## config.mk

```make
export PLATFORM = sky130hd
export DESIGN_NAME = clk_divider_prog
export DESIGN_NICKNAME = d
export VERILOG_FILES = /design/src/rtl/clk_div_pkg.sv /design/src/rtl/clk_div_cfg.sv /design/src/rtl/clk_divider_prog.sv
export SDC_FILE = /design/constraint.sdc
export NUM_CORES = 1
export LEC_CHECK = 0
export ABC_CLOCK_PERIOD_IN_PS = 28100
export BUFFER_PORTS_ARGS = -buffer_cell sky130_fd_sc_hd__buf_2
export CORE_ASPECT_RATIO = 1.25
export CORE_UTILIZATION = 29
export CTS_CLUSTER_SIZE = 16
export DETAILED_ROUTE_END_ITERATION = 12
export SLEW_MARGIN = 30
export SYNTH_ARGS = -nofsm -noshare
export SYNTH_HDL_FRONTEND = slang
export SYNTH_SLANG_ARGS = --single-unit
```

## constraint.sdc

```tcl
create_clock -name clk_i -period 28.1 [get_ports clk_i]
set_input_delay 1.405 -clock clk_i [delete_from_list [all_inputs] [get_ports clk_i]]
set_output_delay 1.405 -clock clk_i [all_outputs]
set_load 0.005 [all_outputs]
```

## src/rtl/clk_div_pkg.sv

```systemverilog
// Shared definitions for the programmable clock divider: limits, defaults and the
// config clamp. Configuration words are handled at a fixed 32-bit width here.
package clk_div_pkg;

  localparam int CLKDIV_MIN_PERIOD = 2;
  localparam int CLKDIV_MIN_HIGH   = 1;
  localparam int CLKDIV_CFG_W      = 32;

  localparam int unsigned CLKDIV_DEF_PERIOD = 50_000_000;
  localparam int unsigned CLKDIV_DEF_HIGH   = 25_000_000;

  typedef logic [CLKDIV_CFG_W-1:0] cfg_word_t;

  typedef struct packed {
    cfg_word_t period;
    cfg_word_t high;
  } clk_cfg_t;

  // The high time is limited to period-1 so every period has at least one low cycle.
  function automatic clk_cfg_t clamp_cfg(input cfg_word_t period, input cfg_word_t high);
    clk_cfg_t c;
    c.period = (period < cfg_word_t'(CLKDIV_MIN_PERIOD)) ? cfg_word_t'(CLKDIV_MIN_PERIOD) : period;
    c.high   = (high < cfg_word_t'(CLKDIV_MIN_HIGH)) ? cfg_word_t'(CLKDIV_MIN_HIGH) : high;
    if (c.high > c.period - cfg_word_t'(1)) begin
      c.high = c.period - cfg_word_t'(1);
    end
    return c;
  endfunction

endpackage

```

## src/rtl/clk_div_cfg.sv

```systemverilog
// Configuration holder for clk_divider_prog: clamps requested settings, keeps them
// pending until the next period boundary and presents current and next config.
module clk_div_cfg
  import clk_div_pkg::*;
#(
  parameter int          W          = 26,
  parameter int unsigned DEF_PERIOD = CLKDIV_DEF_PERIOD,
  parameter int unsigned DEF_HIGH   = CLKDIV_DEF_HIGH
) (
  input  logic         clk_i,
  input  logic         rst_i,
  input  logic         en,
  input  logic         load,
  input  logic         wrap,
  input  logic [W-1:0] req_period,
  input  logic [W-1:0] req_high,
  output logic         busy,
  output logic         apply,
  output logic [W-1:0] period_r,
  output logic [W-1:0] high_r,
  output logic [W-1:0] period_nxt,
  output logic [W-1:0] high_nxt
);

  logic [W-1:0] clamp_period;
  logic [W-1:0] clamp_high;
  logic [W-1:0] pend_period;
  logic [W-1:0] pend_high;
  logic         load_now;

  // period occupies the upper half of the packed result
  assign clamp_period = W'(clamp_cfg(CLKDIV_CFG_W'(req_period), CLKDIV_CFG_W'(req_high)) >> CLKDIV_CFG_W);
  assign clamp_high   = W'(clamp_cfg(CLKDIV_CFG_W'(req_period), CLKDIV_CFG_W'(req_high)));

  assign load_now = load && (!en || wrap);
  assign apply    = load_now || (wrap && busy);

  always_comb begin
    period_nxt = period_r;
    high_nxt   = high_r;
    if (load_now) begin
      period_nxt = clamp_period;
      high_nxt   = clamp_high;
    end else if (wrap && busy) begin
      period_nxt = pend_period;
      high_nxt   = pend_high;
    end
  end

  always_ff @(posedge clk_i) begin
    if (rst_i) begin
      period_r    <= W'(DEF_PERIOD);
      high_r      <= W'(DEF_HIGH);
      pend_period <= '0;
      pend_high   <= '0;
      busy        <= 1'b0;
    end else begin
      period_r <= period_nxt;
      high_r   <= high_nxt;
      if (load && !load_now) begin
        pend_period <= clamp_period;
        pend_high   <= clamp_high;
        busy        <= 1'b1;
      end else if (apply) begin
        busy <= 1'b0;
      end
    end
  end

endmodule

```

## src/rtl/clk_divider_prog.sv

```systemverilog
// Runtime-programmable clock divider and tick generator with glitch-free reconfiguration.
// Define CLKDIV_WRAP_EN to add the wrap_o period-boundary strobe.
module clk_divider_prog
  import clk_div_pkg::*;
#(
  parameter int          W          = 26,
  parameter int unsigned DEF_PERIOD = CLKDIV_DEF_PERIOD,
  parameter int unsigned DEF_HIGH   = CLKDIV_DEF_HIGH
) (
  input  logic         clk_i,
  input  logic         rst_i,
  input  logic         en_i,
  input  logic         load_i,
  input  logic [W-1:0] period_i,
  input  logic [W-1:0] high_i,
  output logic         busy_o,
  output logic         clk_o,
  output logic         tick_o,
  output logic [W-1:0] cnt_o
`ifdef CLKDIV_WRAP_EN
  ,
  output logic         wrap_o
`endif
);

  logic [W-1:0] period_r;
  logic [W-1:0] high_r;
  logic [W-1:0] period_nxt;
  logic [W-1:0] high_nxt;
  logic [W-1:0] lo_r;
  logic [W-1:0] lo_nxt;
  logic [W-1:0] cnt_nxt;
  logic         wrap;
  logic         apply;

  clk_div_cfg #(
    .W          (W),
    .DEF_PERIOD (DEF_PERIOD),
    .DEF_HIGH   (DEF_HIGH)
  ) u_cfg (
    .clk_i      (clk_i),
    .rst_i      (rst_i),
    .en         (en_i),
    .load       (load_i),
    .wrap       (wrap),
    .req_period (period_i),
    .req_high   (high_i),
    .busy       (busy_o),
    .apply      (apply),
    .period_r   (period_r),
    .high_r     (high_r),
    .period_nxt (period_nxt),
    .high_nxt   (high_nxt)
  );

  assign wrap   = en_i && (cnt_o == period_r - W'(1));
  assign lo_r   = period_r - high_r;
  assign lo_nxt = period_nxt - high_nxt;
  assign tick_o = en_i && (cnt_o == lo_r);

`ifdef CLKDIV_WRAP_EN
  assign wrap_o = wrap;
`endif

  always_comb begin
    cnt_nxt = cnt_o;
    if (wrap || apply) begin
      cnt_nxt = '0;
    end else if (en_i) begin
      cnt_nxt = cnt_o + W'(1);
    end
  end

  // clk_o is derived from the next count and next config so it is glitch-free
  always_ff @(posedge clk_i) begin
    if (rst_i) begin
      cnt_o <= '0;
      clk_o <= 1'b0;
    end else begin
      cnt_o <= cnt_nxt;
      clk_o <= (cnt_nxt >= lo_nxt);
    end
  end

endmodule
```

## Word-level counts from Yosys, hierarchy flattened

Index checks and enable logic that the tools add are counted.

| word-level totals | value |
|---|---|
| register bits after elaboration | 132 |
| bits in latches | 0 |
| bits in writable memories | 0 |
| memory bits (read-only) | 0 |
| input port bits | 56 |
| output and inout bits | 29 |
| logic and storage cells | 40 |
| memories | 0 |

| operators by class | value |
|---|---|
| $add $sub $neg | 5 |
| $mul | 0 |
| divide/modulo/power cells | 0 |
| magnitude comparators | 4 |
| equality and inequality tests | 2 |
| shift operators | 0 |
| muxes and demuxes | 11 |
| bitwise operators | 0 |
| reduce and logical (&&, ||, !) cells | 11 |

Operator list:

| kind | count |
|---|---|
| 2-to-1 mux 26 bit | 9 |
| == test 26 bit | 2 |
| subtractor 26 bit | 2 |
| greater-than comparator 26 x 32 -> 1 bit | 1 |
| subtractor 26 x 1 -> 27 bit, second input constant | 1 |
| adder 26 x 1 -> 26 bit, second input constant | 1 |
| greater-or-equal comparator 26 bit | 1 |
| less-than comparator 26 x 1 -> 1 bit, second input constant | 1 |
| less-than comparator 26 x 2 -> 1 bit, second input constant | 1 |
| subtractor 26 x 1 -> 26 bit, second input constant | 1 |
| logical AND 1 bit | 5 |
| logical OR 1 bit | 3 |
| logical NOT 1 bit | 2 |
| 2-to-1 mux 1 bit | 2 |
| nonzero test 2 bit | 1 |

## Depth between registers and ports, before layout

| depth | value |
|---|---|
| depth in word-level cells | 9 |
| depth in mapped cells | 47 |
| gate-level depth less buffers | 43 |

## Modules after synthesis

Synthesis repeated with hierarchy kept, for this count alone.

| second synthesis, totals | value |
|---|---|
| cell total of the unflattened synthesis | 1617 |
| area total of the unflattened synthesis | 12077.8 um^2 |

By module, submodules not included:

| module | times used | cells each | area each (um^2) | sequential area each (um^2) |
|---|---|---|---|---|
| clk_div_cfg | 1 | 804 | 6249.7 | 2102.0 |
| clk_divider_prog | 1 | 813 | 5828.1 | 540.5 |

## Least setup slack after synthesis

Ideal clock, no wire load.

| timing path | value |
|---|---|
| path kind | in2reg |
| start point | input port period_i[10] |
| end point | register clk_o |
| data arrival time | 9.874 ns |
| data required time | 27.979 ns |
| slack | 18.105 ns |
| stages on the path | 46 |
| buffers on the path | 5 |
| path through | clkbuf_1 -> or4_1 -> clkbuf_1 -> nor3_1 -> and2_1 -> nand2_1 -> o21ai_0 -> ha_1 -> nand2_1 -> or4_1 -> clkbuf_1 -> nor4_1 -> nand2_1 -> nor3_1 -> xor2_1 -> inv_1 -> ha_1 -> nand4_1 -> [... 10 more ...] -> nor2b_1 -> o21a_1 -> o21ai_0 -> a21oi_1 -> or4_1 -> a311oi_1 -> o21bai_1 -> a41oi_1 -> nor2b_1 -> xor2_1 -> ha_1 -> a21o_1 -> a21oi_1 -> nor2_1 -> a211oi_1 -> nor2_1 -> nor4_1 -> nor2_1 |

| between the ends | value |
|---|---|
| word-level cells in the longest chain between the ends | 8 |
| elaborated cells between the ends (all ways) | 9 |

Ends and longest elaborated chain:

| element | line | source |
|---|---|---|
| start, declared | clk_divider_prog.sv:14 | `input logic [W-1:0] period_i,` |
| less-than comparator 26 x 2 -> 1 bit | clk_div_pkg.sv:22 | `c.period = (period < cfg_word_t'(CLKDIV_MIN_PERIOD)) ? cfg_word_t'(CLKDIV_MIN_PERIOD) : period;` |
| 2-to-1 mux 26 bit (*) | clk_div_pkg.sv:22 |  |
| subtractor 26 x 1 -> 27 bit (*) | clk_div_pkg.sv:24 | `if (c.high > c.period - cfg_word_t'(1)) begin` |
| greater-than comparator 26 x 32 -> 1 bit | - |  |
| 2-to-1 mux 26 bit (*) | clk_div_pkg.sv:24 |  |
| 2-to-1 mux 26 bit (*) | clk_div_cfg.sv:41 | `if (load_now) begin` |
| via high_nxt[0] | clk_divider_prog.sv:29 | `logic [W-1:0] high_nxt;` |
| subtractor 26 bit (*) | clk_divider_prog.sv:58 | `assign lo_nxt = period_nxt - high_nxt;` |
| greater-or-equal comparator 26 bit (*) | clk_divider_prog.sv:81 | `clk_o <= (cnt_nxt >= lo_nxt);` |
| end signal, assigned | clk_divider_prog.sv:81 |  |
| end, declared | clk_divider_prog.sv:17 | `output logic clk_o,` |

Mark *: on every way through the listed nets, which the timed path passes. The rest lies on a longest branch.
A chain may end at the register's enable or synchronous reset.

## Worst setup path in the final report

| timing path | value |
|---|---|
| start point | input port period_i[4] |
| end point | register clk_o |

Same word-level chain as after synthesis.

==> flow_summary.json <==
{
  "crit_path_frequent_cell": "nor2_1",
  "arrival_ps": 12110,
  "cp-start-kind": "input pin",
  "crit_type": "input pin to register",
  "grt_pass1_wl_um": 55400,
  "worstMarginPinSlew_ps": 896,
  "cts-root-buf": "clkbuf_16",
  "start_util": 0.294,
  "status": "finished clean",
  "hold_violations": 0,
  "timing.hold.ws_ps": 461,
  "die_y_um": 227,
  "track_usage": 0.172,
  "ys_seq_area_frac": 0.225,
  "syn_nets": 1652,
  "cts_tree": "built",
  "clock_path_buffers": 2,
  "yosys.cell_count.top_type": "nor2_1",
  "post-cts-setup-buffers": 0,
  "period_share": 0.419,
  "leakage_nw": 5.75,
  "crit_fanout": 31,
  "firstDrtPassIters": 7,
  "fin_setup_tns_ps": 0,
  "grt_pass1_vias": 10361,
  "syn_area_per_cell_um2": 7.90,
  "synthTopCellsByArea": "dfxtp_1 (22%), ha_1 (11%), mux2i_1 (8.6%)",
  "cts_htree_levels": 4,
  "p_per_area_nw_per_um2": 47.4,
  "fp-row-count": 82,
  "synth_cell_type_count": 76,
  "drt_iter0_markers": 585,
  "yosys_register_bits": 132,
  "synth_edf_count": 0,
  "ys.flop_type": "dfxtp_1",
  "finalSetupViolations": 0,
  "critPathMaxStageDelay_ps": 650,
  "wl_um": 34900,
  "drive_above_1_share": 0.117,
  "wire_per_inst_um": 17.3,
  "synth_top_area_frac": 0.225,
  "yosysWarnings": 0,
  "die_area_um2": 41400,
  "hpwl_um": 27800,
  "cp.required_ps": 28430,
  "synthTopCellsByCount": "nor2_1 (206), dfxtp_1 (132), ha_1 (105)",
  "vias": 10556,
  "clock-skew-final_ps": 13.6,
  "clk_pin_slew_ps": 60,
  "antenna_cells": 0,
  "ant_nets": 0,
  "gp_congestion": 0.907,
  "cp-end-kind": "register",
  "fmax_mhz": 84.9,
  "design_power_total_w": 0.000617,
  "fin_util": 0.326,
  "antenna_found_initial": 0,
  "grt-ovfl-total": 0,
  "fin_nets": 1667,
  "synthCells": 1489,
  "vias_per_cell": 5.22,
  "grt_max_degree": 82,
  "coreArea_um2": 40000,
  "die_w_um": 182,
  "cap_viol_max_count": 0,
  "ctsResizeCount": 0,
  "drc": 0,
  "async_reset_ff_frac": 0,
  "ioPinCount": 85,
  "min_period_ps": 11780,
  "peakVddDrop_uv": 42.0,
  "r2r_slack_ps": 19440,
  "cts.sink_count": 132,
  "slew_headroom": 0.403,
  "worst_hold_path_type": "register to register",
  "rsz0062_at_grt": "false",
  "crit_slowest_cell": "nor4_1",
  "cts_hold_buf": 0,
  "maxSlewViolCount": 0,
  "insertion_delay_ps": 450,
  "numPortBuffers": 84,
  "syn_area_um2": 11800,
  "yosys.area.top_type": "dfxtp_1",
  "cts_buffers": 17,
  "area_delta_synth_final_pct": 10.7
}
==> where the power goes <==
part | switching (W) | internal [W] | total (W)
combinational | 0.000117 | 0.0000853 | 0.000202
sequential | 0.00000998 | 0.000196 | 0.000206
clock | 0.0000938 | 0.000115 | 0.000209
total | 0.000221 | 0.000397 | 0.000617
==> cells in the final DEF (no fill, tap or decap), types with 5 or more instances in the layout <==
master,instances
nor2_1,206
dfxtp_1,132
ha_1,105
nand2_1,104
mux2i_1,101
xnor2_1,85
buf_2,83
inv_1,68
a21oi_1,67
o21ai_0,58
xor2_1,57
nor3_1,36
a21o_1,33
nand4_1,28
nand3_1,24
mux2_2,20
nor4_1,17
and2_1,17
nand2b_1,17
clkbuf_16,17
o21bai_1,16
a211oi_1,15
o21a_1,14
nor2b_1,14
o211ai_1,12
or3_1,11
or2_2,10
and3_1,9
or2_1,9
a31oi_1,8
buf_4,8
a211oi_2,7
o22ai_1,6
or4_1,5
nor3b_1,5
a211o_1,5
clkinvlp_4,5
==> worst paths after layout <==
path / startpoint / endpoint / cells after the start
max: period_i[4] / clk_o / 44
min: u_cfg.pend_high[6] / u_cfg.pend_high[6] / 2
max reg2reg: u_cfg.period_r[3] / clk_o / 30
min reg2reg: u_cfg.pend_high[6] / u_cfg.pend_high[6] / 2
==> cell type report <==
class | instances | area (um^2)
clock buffers | 18 | 439
clock inverters | 14 | 105
fillers | 4215 | 27000
inverters | 68 | 255
multi-input cells | 1193 | 8470
flip-flops and latches | 132 | 2640
well taps | 504 | 631
repair buffers | 92 | 487
==> flip-flops by register name, summed over array words and instances, names as in the netlist <==
| name | flops |
|---|---|
| u_cfg.period_r | 26 |
| u_cfg.busy | 1 |
| cnt_o | 26 |
| u_cfg.pend_period | 26 |
| u_cfg.pend_high | 26 |
| clk_o | 1 |
| u_cfg.high_r | 26 |
==> metrics by stage <==
step	worst slack (ps)	area [um^2]	std cells
floorplan	18100	11800	1489
detailed placement	15930	12500	1989
finish	16320	13000	2021
global route	15190	13000	2021
CTS	16380	13000	2021
global placement	16150	12500	1989
==> critical path: cells and delay by family <==
kind,cells,cell delay (ps)
AO/OA/AOI/OAI,16,3860
AND/OR/NAND/NOR,18,4610
adder cells (fa/ha/maj),5,1250
buffers and inverters,3,580
XOR/XNOR,2,370
==> kinds of logic after synthesis <==
logic type,Yosys count,synth area share
fa+ha+maj,107,0.115
flops,132,0.225
buf+inv,164,0.0579
simple gates,538,0.225
mux,125,0.111
compound gates,280,0.159
xor+xnor,143,0.108
==> metal layers <==
layer  up-vias  track usage  part of all wire
li1       5263            -                 -
met1      5001        0.218              0.46
met2       231        0.288              0.47
met3        61       0.0205             0.032
met4         0       0.0848             0.039
met5         -            0                 0
No activity file was read; power rests on OpenSTA's default activity.
